### config.mk
export PLATFORM = sky130hd
export DESIGN_NAME = vc_mem_net_client_adapter
export DESIGN_NICKNAME = d
export VERILOG_FILES = /design/src/rtl/vc_mem_net_client_adapter_pkg.sv /design/src/rtl/vc_mem_net_client_adapter_queue.sv /design/src/rtl/vc_mem_net_client_adapter.sv
export SDC_FILE = /design/constraint.sdc
export NUM_CORES = 1
export LEC_CHECK = 0
export ABC_CLOCK_PERIOD_IN_PS = 5400
export BUFFER_PORTS_ARGS = -buffer_cell sky130_fd_sc_hd__buf_2
export CORE_MARGIN = 1
export CORE_UTILIZATION = 55
export CTS_CLUSTER_DIAMETER = 50
export DETAILED_ROUTE_END_ITERATION = 8
export PLACE_DENSITY_LB_ADDON = 0.15
export SLEW_MARGIN = 20
export SYNTH_ARGS = -nofsm -noshare
export SYNTH_HDL_FRONTEND = slang
export SYNTH_SLANG_ARGS = --single-unit
export TNS_END_PERCENT = 30
### constraint.sdc
create_clock -name clk -period 5.4 [get_ports clk]
set_input_delay 0.27 -clock clk [delete_from_list [all_inputs] [get_ports clk]]
set_output_delay 0.27 -clock clk [all_outputs]
set_load 0.005 [all_outputs]
### src/rtl/vc_mem_net_client_adapter_pkg.sv
// Shared sizing helpers for the client-side memory/network adapter.
// Message layouts (MSB first):
//   memreq  : {type, addr, len, data}
//   memresp : {type, len, data}
//   net msg : {dest, src, payload}
package vc_mem_net_client_adapter_pkg;

    localparam int  MEM_TYPE_SZ = 1;
    localparam logic MEM_TYPE_RD = 1'b0;
    localparam logic MEM_TYPE_WR = 1'b1;

    // Byte-length field; a single-byte data word still keeps a 1-bit len.
    function automatic int mem_len_sz(input int data_sz);
        return (data_sz <= 8) ? 1 : $clog2(data_sz / 8);
    endfunction

    function automatic int memreq_msg_sz(input int addr_sz, input int data_sz);
        return MEM_TYPE_SZ + addr_sz + mem_len_sz(data_sz) + data_sz;
    endfunction

    function automatic int memresp_msg_sz(input int data_sz);
        return MEM_TYPE_SZ + mem_len_sz(data_sz) + data_sz;
    endfunction

    function automatic int net_msg_sz(input int num_nodes, input int payload_sz);
        return 2 * $clog2(num_nodes) + payload_sz;
    endfunction

endpackage

### src/rtl/vc_mem_net_client_adapter_queue.sv
// Two-entry val/rdy queue with registered full/empty flags.
// Ports: clk, reset_n (async, active low); enq_val/enq_rdy/enq_msg in;
//        deq_val/deq_rdy/deq_msg out.
// enq_rdy depends only on the registered full flag, so a full queue only
// accepts again in the cycle after a dequeue (no rdy-to-rdy comb path).
module vc_queue_2entry
    import vc_mem_net_client_adapter_pkg::*;
#(
    parameter int p_width = 8
) (
    input  logic               clk,
    input  logic               reset_n,
    input  logic               enq_val,
    output logic               enq_rdy,
    input  logic [p_width-1:0] enq_msg,
    output logic               deq_val,
    input  logic               deq_rdy,
    output logic [p_width-1:0] deq_msg
);

    logic [p_width-1:0] slot [2];
    logic               wr_ptr;
    logic               rd_ptr;
    logic               full;
    logic               empty;
    logic               enq;
    logic               deq;

    assign enq_rdy = ~full;
    assign deq_val = ~empty;
    assign deq_msg = slot[rd_ptr];
    assign enq     = enq_val & ~full;
    assign deq     = deq_rdy & ~empty;

    always_ff @(posedge clk or negedge reset_n) begin
        if (!reset_n) begin
            wr_ptr <= 1'b0;
            rd_ptr <= 1'b0;
            full   <= 1'b0;
            empty  <= 1'b1;
        end else begin
            if (enq) wr_ptr <= ~wr_ptr;
            if (deq) rd_ptr <= ~rd_ptr;
            // Occupancy only moves when exactly one side fires.
            if (enq && !deq) begin
                empty <= 1'b0;
                full  <= (~wr_ptr == rd_ptr);
            end else if (deq && !enq) begin
                full  <= 1'b0;
                empty <= (wr_ptr == ~rd_ptr);
            end
        end
    end

    // Payload storage needs no reset; the pointers define what is valid.
    always_ff @(posedge clk) begin
        if (enq) slot[wr_ptr] <= enq_msg;
    end

endmodule

### src/rtl/vc_mem_net_client_adapter.sv
// Client-side memory-to-network bridge.
// Request path : memreq -> 2-entry queue -> netout {dest, src, memreq}.
//                dest is the bank-select field of the address.
// Response path: netin -> 2-entry queue -> memresp (dest/src stripped).
// Ports: clk, reset_n (async, active low); memreq_*, netout_*, netin_*,
//        memresp_* val/rdy channels; outstanding = in-flight count;
//        err = sticky flag for misrouted or unsolicited responses.
module vc_mem_net_client_adapter
    import vc_mem_net_client_adapter_pkg::*;
#(
    parameter  int p_num_nodes       = 4,
    parameter  int p_addr_sz         = 16,
    parameter  int p_data_sz         = 32,
    parameter  int p_src_id          = 0,
    parameter  int p_bank_lsb        = 2,
    parameter  int p_max_outstanding = 4,
    localparam int c_srcdest_sz      = $clog2(p_num_nodes),
    localparam int c_len_sz          = mem_len_sz(p_data_sz),
    localparam int c_memreq_sz       = memreq_msg_sz(p_addr_sz, p_data_sz),
    localparam int c_memresp_sz      = memresp_msg_sz(p_data_sz),
    localparam int c_netreq_sz       = net_msg_sz(p_num_nodes, c_memreq_sz),
    localparam int c_netresp_sz      = net_msg_sz(p_num_nodes, c_memresp_sz),
    localparam int c_cnt_sz          = $clog2(p_max_outstanding + 1)
) (
    input  logic                    clk,
    input  logic                    reset_n,
    input  logic [c_memreq_sz-1:0]  memreq_msg,
    input  logic                    memreq_val,
    output logic                    memreq_rdy,
    output logic [c_netreq_sz-1:0]  netout_msg,
    output logic                    netout_val,
    input  logic                    netout_rdy,
    input  logic [c_netresp_sz-1:0] netin_msg,
    input  logic                    netin_val,
    output logic                    netin_rdy,
    output logic [c_memresp_sz-1:0] memresp_msg,
    output logic                    memresp_val,
    input  logic                    memresp_rdy,
    output logic [c_cnt_sz-1:0]     outstanding,
    output logic                    err
);

    localparam logic [c_srcdest_sz-1:0] c_src_id  = c_srcdest_sz'(p_src_id);
    localparam logic [c_cnt_sz-1:0]     c_max_out = c_cnt_sz'(p_max_outstanding);

    // Bank-select bit position inside the packed memreq message.
    localparam int c_dest_pos = p_data_sz + c_len_sz + p_bank_lsb;

    logic                    live;       // low in reset, high from first edge after
    logic                    credit_ok;
    logic                    req_enq_rdy;
    logic                    resp_enq_rdy;
    logic                    req_fire;
    logic                    resp_fire;
    logic                    netin_fire;
    logic                    dest_bad;
    logic [c_srcdest_sz-1:0] req_dest;
    logic [c_netreq_sz-1:0]  req_net;
    logic [c_netresp_sz-1:0] resp_head;
    logic                    resp_hdr_unused;

    always_ff @(posedge clk or negedge reset_n) begin
        if (!reset_n) live <= 1'b0;
        else          live <= 1'b1;
    end

    assign credit_ok  = (outstanding < c_max_out);
    assign memreq_rdy = live & req_enq_rdy & credit_ok;
    assign netin_rdy  = live & resp_enq_rdy;

    assign req_fire   = memreq_val & memreq_rdy;
    assign netin_fire = netin_val & netin_rdy;
    assign resp_fire  = memresp_val & memresp_rdy;

    // Address bits above the bank field are ignored, so banks wrap.
    assign req_dest = memreq_msg[c_dest_pos +: c_srcdest_sz];
    assign req_net  = {req_dest, c_src_id, memreq_msg};

    assign dest_bad = (netin_msg[c_memresp_sz + c_srcdest_sz +: c_srcdest_sz] != c_src_id);

    vc_queue_2entry #(.p_width(c_netreq_sz)) u_req_q (
        .clk     (clk),
        .reset_n (reset_n),
        .enq_val (memreq_val & live & credit_ok),
        .enq_rdy (req_enq_rdy),
        .enq_msg (req_net),
        .deq_val (netout_val),
        .deq_rdy (netout_rdy),
        .deq_msg (netout_msg)
    );

    vc_queue_2entry #(.p_width(c_netresp_sz)) u_resp_q (
        .clk     (clk),
        .reset_n (reset_n),
        .enq_val (netin_val & live),
        .enq_rdy (resp_enq_rdy),
        .enq_msg (netin_msg),
        .deq_val (memresp_val),
        .deq_rdy (memresp_rdy),
        .deq_msg (resp_head)
    );

    assign memresp_msg     = resp_head[c_memresp_sz-1:0];
    // Routing header is checked on arrival, not at delivery.
    assign resp_hdr_unused = ^resp_head[c_memresp_sz +: 2*c_srcdest_sz];

    always_ff @(posedge clk or negedge reset_n) begin
        if (!reset_n) begin
            outstanding <= '0;
            err         <= 1'b0;
        end else begin
            if (req_fire && !resp_fire)
                outstanding <= outstanding + c_cnt_sz'(1);
            else if (resp_fire && !req_fire && outstanding != '0)
                outstanding <= outstanding - c_cnt_sz'(1);
            // Misrouted arrivals are still forwarded; only the flag records them.
            if ((netin_fire && dest_bad) || (resp_fire && outstanding == '0))
                err <= 1'b1;
        end
    end

endmodule

# Word-level counts from Yosys, hierarchy flattened
# Memories as Yosys holds them, arrays and structs flattened.
# Cells that the tools add are included.
[word_totals] ff_bits=13 ram_bits=184 inputBits=96 output_inout_bits=98 wordCells=75 mem_count=2
[classes] n_addsub=2 magnitude_cmp=1 n_eq_ne=4 muxes=14 n_bitwise=20 n_reduce_logical=21
[mem_list] name="u_req_q.slot" words=2 width=53 read_ports=1 rd_clocked_by_memory_dff=0 write_ports=1 line_no="vc_mem_net_client_adapter_queue.sv:21" rtl="logic [p_width-1:0] slot [2];"
[mem_list] name="u_resp_q.slot" words=2 width=39 read_ports=1 rd_clocked_by_memory_dff=0 write_ports=1 line_no="vc_mem_net_client_adapter_queue.sv:21"
[op_table] operator="$and A1 B1 Y1" count=12
[op_table] operator="$mux W1" count=12
[op_table] operator="$logic_and A1 B1 Y1" count=9
[op_table] operator="$not A1 Y1" count=8
[op_table] operator="$reduce_bool A2 Y1" count=4
[op_table] operator="$mux W3" count=2
[op_table] operator="$logic_not A1 Y1" count=5
[op_table] operator="$eq A1 B1 Y1" count=4
[op_table] operator="$add A3 B1 Y3 const B" count=1
[op_table] operator="$logic_not A3 Y1" count=1
[op_table] operator="$lt A3 B3 Y1 const B" count=1
[op_table] operator="$reduce_bool A3 Y1" count=1
[op_table] operator="$sub A3 B1 Y3 const B" count=1
[op_table] operator="$logic_or A1 B1 Y1" count=1

# Depth between registers and ports, before layout
[logic_depth] word_depth=9 mapped_depth=8

# Cells and area by module
# Synthesis repeated with hierarchy kept, for this count alone.
[unflattened] hier_cells=366 area_unflattened_um2=7855.0
[by_module_without_submodules] mod="vc_queue_2entry (u_req_q)" n_inst=1 cells_each=191 area_each_um2=4290.4 seq_area_each_um2=3404.5
[by_module_without_submodules] mod="vc_queue_2entry (u_resp_q)" n_inst=1 cells_each=142 area_each_um2=3219.3 seq_area_each_um2=2443.6
[by_module_without_submodules] mod="vc_mem_net_client_adapter" n_inst=1 cells_each=33 area_each_um2=345.3 seq_area_each_um2=125.1

# Worst setup path before layout
# Ideal clock, no wire load.
[synth_path] path_type="reg-to-reg" from="register outstanding[2]" to="memory u_req_q.slot[0][0] in the netlist's numbering, enable pin" setup_time_ns=0.466 arrival_ns=3.260 slack_ns=1.674 stages_incl_launch_ff=5 n_path_buf=1 path_cell_list="dfrtp_1 nor3b_2 and2_4 buf_6 nor2b_1"
[synth_between] elab_chain_cells=5
[synth_lines] element="from (decl)" line_no="vc_mem_net_client_adapter.sv:39" rtl="output logic [c_cnt_sz-1:0] outstanding,"
[synth_lines] element="from (signal assigned)" line_no="vc_mem_net_client_adapter.sv:113" rtl="outstanding <= outstanding + c_cnt_sz'(1);"
[synth_lines] element="from (signal assigned)" line_no="vc_mem_net_client_adapter.sv:115" rtl="outstanding <= outstanding - c_cnt_sz'(1);"
[synth_lines] element="$lt A3 B3 Y1" line_no="vc_mem_net_client_adapter.sv:67" rtl="assign credit_ok = (outstanding < c_max_out);"
[synth_lines] element="$and A1 B1 Y1" line_no="vc_mem_net_client_adapter.sv:84" rtl=".enq_val (memreq_val & live & credit_ok),"
[synth_lines] element="$and A1 B1 Y1" line_no="vc_mem_net_client_adapter_queue.sv:32" rtl="assign enq = enq_val & ~full;"
[synth_lines] element="named net u_req_q.enq" line_no="vc_mem_net_client_adapter_queue.sv:26" rtl="logic enq;"
[synth_lines] element="$mux W1" line_no="vc_mem_net_client_adapter_queue.sv:57" rtl="if (enq) slot[wr_ptr] <= enq_msg;"
[synth_lines] element="$mux W1 (implied by the code)" line_no="vc_mem_net_client_adapter_queue.sv:57"
[synth_lines] element="to (decl)" line_no="vc_mem_net_client_adapter_queue.sv:21"
# The timed path passes the listed nets, and every way through them passes these cells.

# Final worst setup path
[layout_path] from="register outstanding[2]" to="memory u_req_q.slot[0][20] in the netlist's numbering, enable pin"
[layout_between] elab_chain_cells=5
[layout_lines] element="$lt A3 B3 Y1" line_no="vc_mem_net_client_adapter.sv:67"
[layout_lines] element="$and A1 B1 Y1" line_no="vc_mem_net_client_adapter.sv:84"
[layout_lines] element="$and A1 B1 Y1" line_no="vc_mem_net_client_adapter_queue.sv:32"
[layout_lines] element="$mux W1" line_no="vc_mem_net_client_adapter_queue.sv:57"
[layout_lines] element="$mux W1 (implied by the code)" line_no="vc_mem_net_client_adapter_queue.sv:57"
# No other way between the ends.

==> metrics.txt <==
Initial Util 56.98%; core area 0.01211 mm²; #FFs+latches synth 185; FF-to-FF Start outstanding[2]; pin count of the biggest net entering global routing 54; Port Buffer Count 189; die width 114.0 µm; post-synthesis cell count 339; Final TNS setup 0 ns; post-synth top area cell edfxtp_1; postcts setup bufs 0; CTS tree built; crit path cell chain nor3b_2 > and2_4 > nor2b_4 > buf_4; global-route wire length before repair 17.23 mm; most common flop cell mapped by yosys edfxtp_1; io pins 194; count leader, synth edfxtp_1; Root Driver clkbuf_16; type of origin of the critical path flop; synth top area cells edfxtp_1 75%, mux2_2 14%, dfrtp_1 4.0%, dfstp_2 0.76%, xnor2_1 0.76%; worst skew pair latency 0.42 ns; final wirelength 11.59 mm; final hold slack 0.03697 ns; top post-synthesis cells by count 172 x edfxtp_1, 87 x mux2_2, 11 x dfrtp_1; row count 40; Vias 3591; full die area 0.01300 mm²; post-CTS sizing 0; Unique masters post-synth 32; clk sinks 185; Detail Route Antenna Nets 0; register area share after synthesis 79.59%; multi-input logic area 0.001330 mm²; worst hold start netin_msg[18]; Worst-Margin Slew 1.010 ns; Avg WL per Cell 16.17 µm; crit path DAT 2.30 ns; diode count 0; Total Routing Usage GR 18.47%; hold path cells 1; crit-path max cell delay 0.53 ns; synthesized area per cell 20.36 µm²; Slew HR 32.52%; Final Cycle Share 41.56%; H-tree Lvls 4; chip height 114.0 µm; Post-synth EDFFs 172; via/cell ratio 5.008; gpl congestion 0.7424; top-area cell type share of the netlist area 74.84%; final hold vios 0; endpoints failing setup 0; WP buf/inv 1; Filler Cells Inserted 835; Async S/R FF share, synth 7.027%; post-place setup slack 3.144 ns; Final Slew Violations 0; initial antenna violation count 0; setup ws final 3.156 ns; synthesized area 0.006902 mm²; gr ovfl total 0; DRT iter0 DRCs 203; internal reg-to-reg setup slack 3.16 ns; CTS clk-pin slew, worst paths 0.06 ns; slowest CP cell buf_4; clk_skew 0.005972 ns; Max Cap Viol 0; via count of the first global-routing pass 3578; VDD IR max 277.9 µV; fin crit period 2.244 ns; DRT Pass-1 Iters 6; layout cells sized above 1 57.92%; Yosys warnings 0; Hold Crit Class in2reg; outcome completed; detailed placer's ending HPWL 7.730 mm; FF/Latch Area 0.005494 mm²; Max Freq 0.4456 GHz; Worst Path Max Fanout 40; Power Density 464.8 mW/mm²; CP Data Required Time 5.45 ns; post-route DRC violation count 0; leakage 3.221 nW; CTS Buf Count 17; Max Root-Sink Buffers 2; Hold Buf Count CTS 1; Area growth syn-to-layout 24.11%; Setup crit end kind flop; Crit Path Class reg2reg; worst reg2reg path depth 4; reg-to-reg endpoint u_req_q.slot[0][20]; worst hold endpoint u_resp_q.slot[1][18]; CP delay by family, top simple AND/OR/NAND/NOR gates; Nets 636; Final Util 70.72%; RSZ-0062 raised after global routing no
final cells by class:
class	instances	share of cell area, %
clock buffer	18	5.010
clock inverter	13	1.227
sequential	185	64.14
multi-input combinational	136	15.53
inverter	3	0.1315
timing repair buffer	194	11.51
tap	168	2.454
stage by stage:
stage | power, mW | std cells | cell area, µm²
3_3_place_gp | 2.884 | 685 | 8021
2_1_floorplan | 2.520 | 340 | 6905
4_1_cts | 4.026 | 717 | 8566
5_1_grt | 4.173 | 717 | 8566
3_5_place_dp | 2.914 | 685 | 8021
6_report | 3.982 | 717 | 8566
cells in the final DEF (no fill, tap or decap), types with 4 or more instances in the layout:
cell type / n
edfxtp_1: 172
nand2_1: 8
dfrtp_1: 10
clkbuf_16: 17
o21ai_0: 4
buf_4: 4
xnor2_1: 6
buf_2: 189
mux2_2: 87
nor2_1: 4
how the worst max path moves through the flow:
stage,startpoint,end,slack (ns),cells after the start
floorplan,outstanding[2],u_req_q.slot[0][0],1.67,4
global placement,outstanding[2],u_req_q.slot[0][35],3.17,4
detailed placement,outstanding[2],u_req_q.slot[0][20],3.14,4
CTS,outstanding[2],u_req_q.slot[0][23],3.13,4
global route,outstanding[2],u_req_q.slot[0][28],3.01,4
finish,outstanding[2],u_req_q.slot[0][20],3.16,4
power breakdown:
part / total (mW) / internal [mW] / switching (mW)
Sequential: 1.85 / 1.78 / 0.0735
Clock: 1.11 / 0.627 / 0.483
Combinational: 1.02 / 0.530 / 0.489
registers in the layout, indices dropped and copies added (netlist names):
signal	count
u_resp_q.full	1
outstanding	3
u_resp_q.wr_ptr	1
u_resp_q.rd_ptr	1
u_req_q.rd_ptr	1
u_req_q.wr_ptr	1
u_req_q.empty	1
u_resp_q.empty	1
live	1
u_resp_q.slot	70
u_req_q.full	1
err	1
u_req_q.slot	102
metal layers:
metal	share of wire (%)	track usage [%]
met3	8.9	8.023
met4	1.5	7.879
met2	52	31.80
met5	0	0
met1	38	19.83
cell families after synthesis:
group           Yosys count  synth area share (%)
flops                   185                 79.59
mux                      87                 14.20
simple gates             25                 1.958
buf+inv                  19                 1.450
compound gates           11                 1.160
xor+xnor                  7                0.8883
fa+ha+maj                 3                0.6526
other cells               2                0.1088
Note: power is estimated with default switching activity, not from simulation.
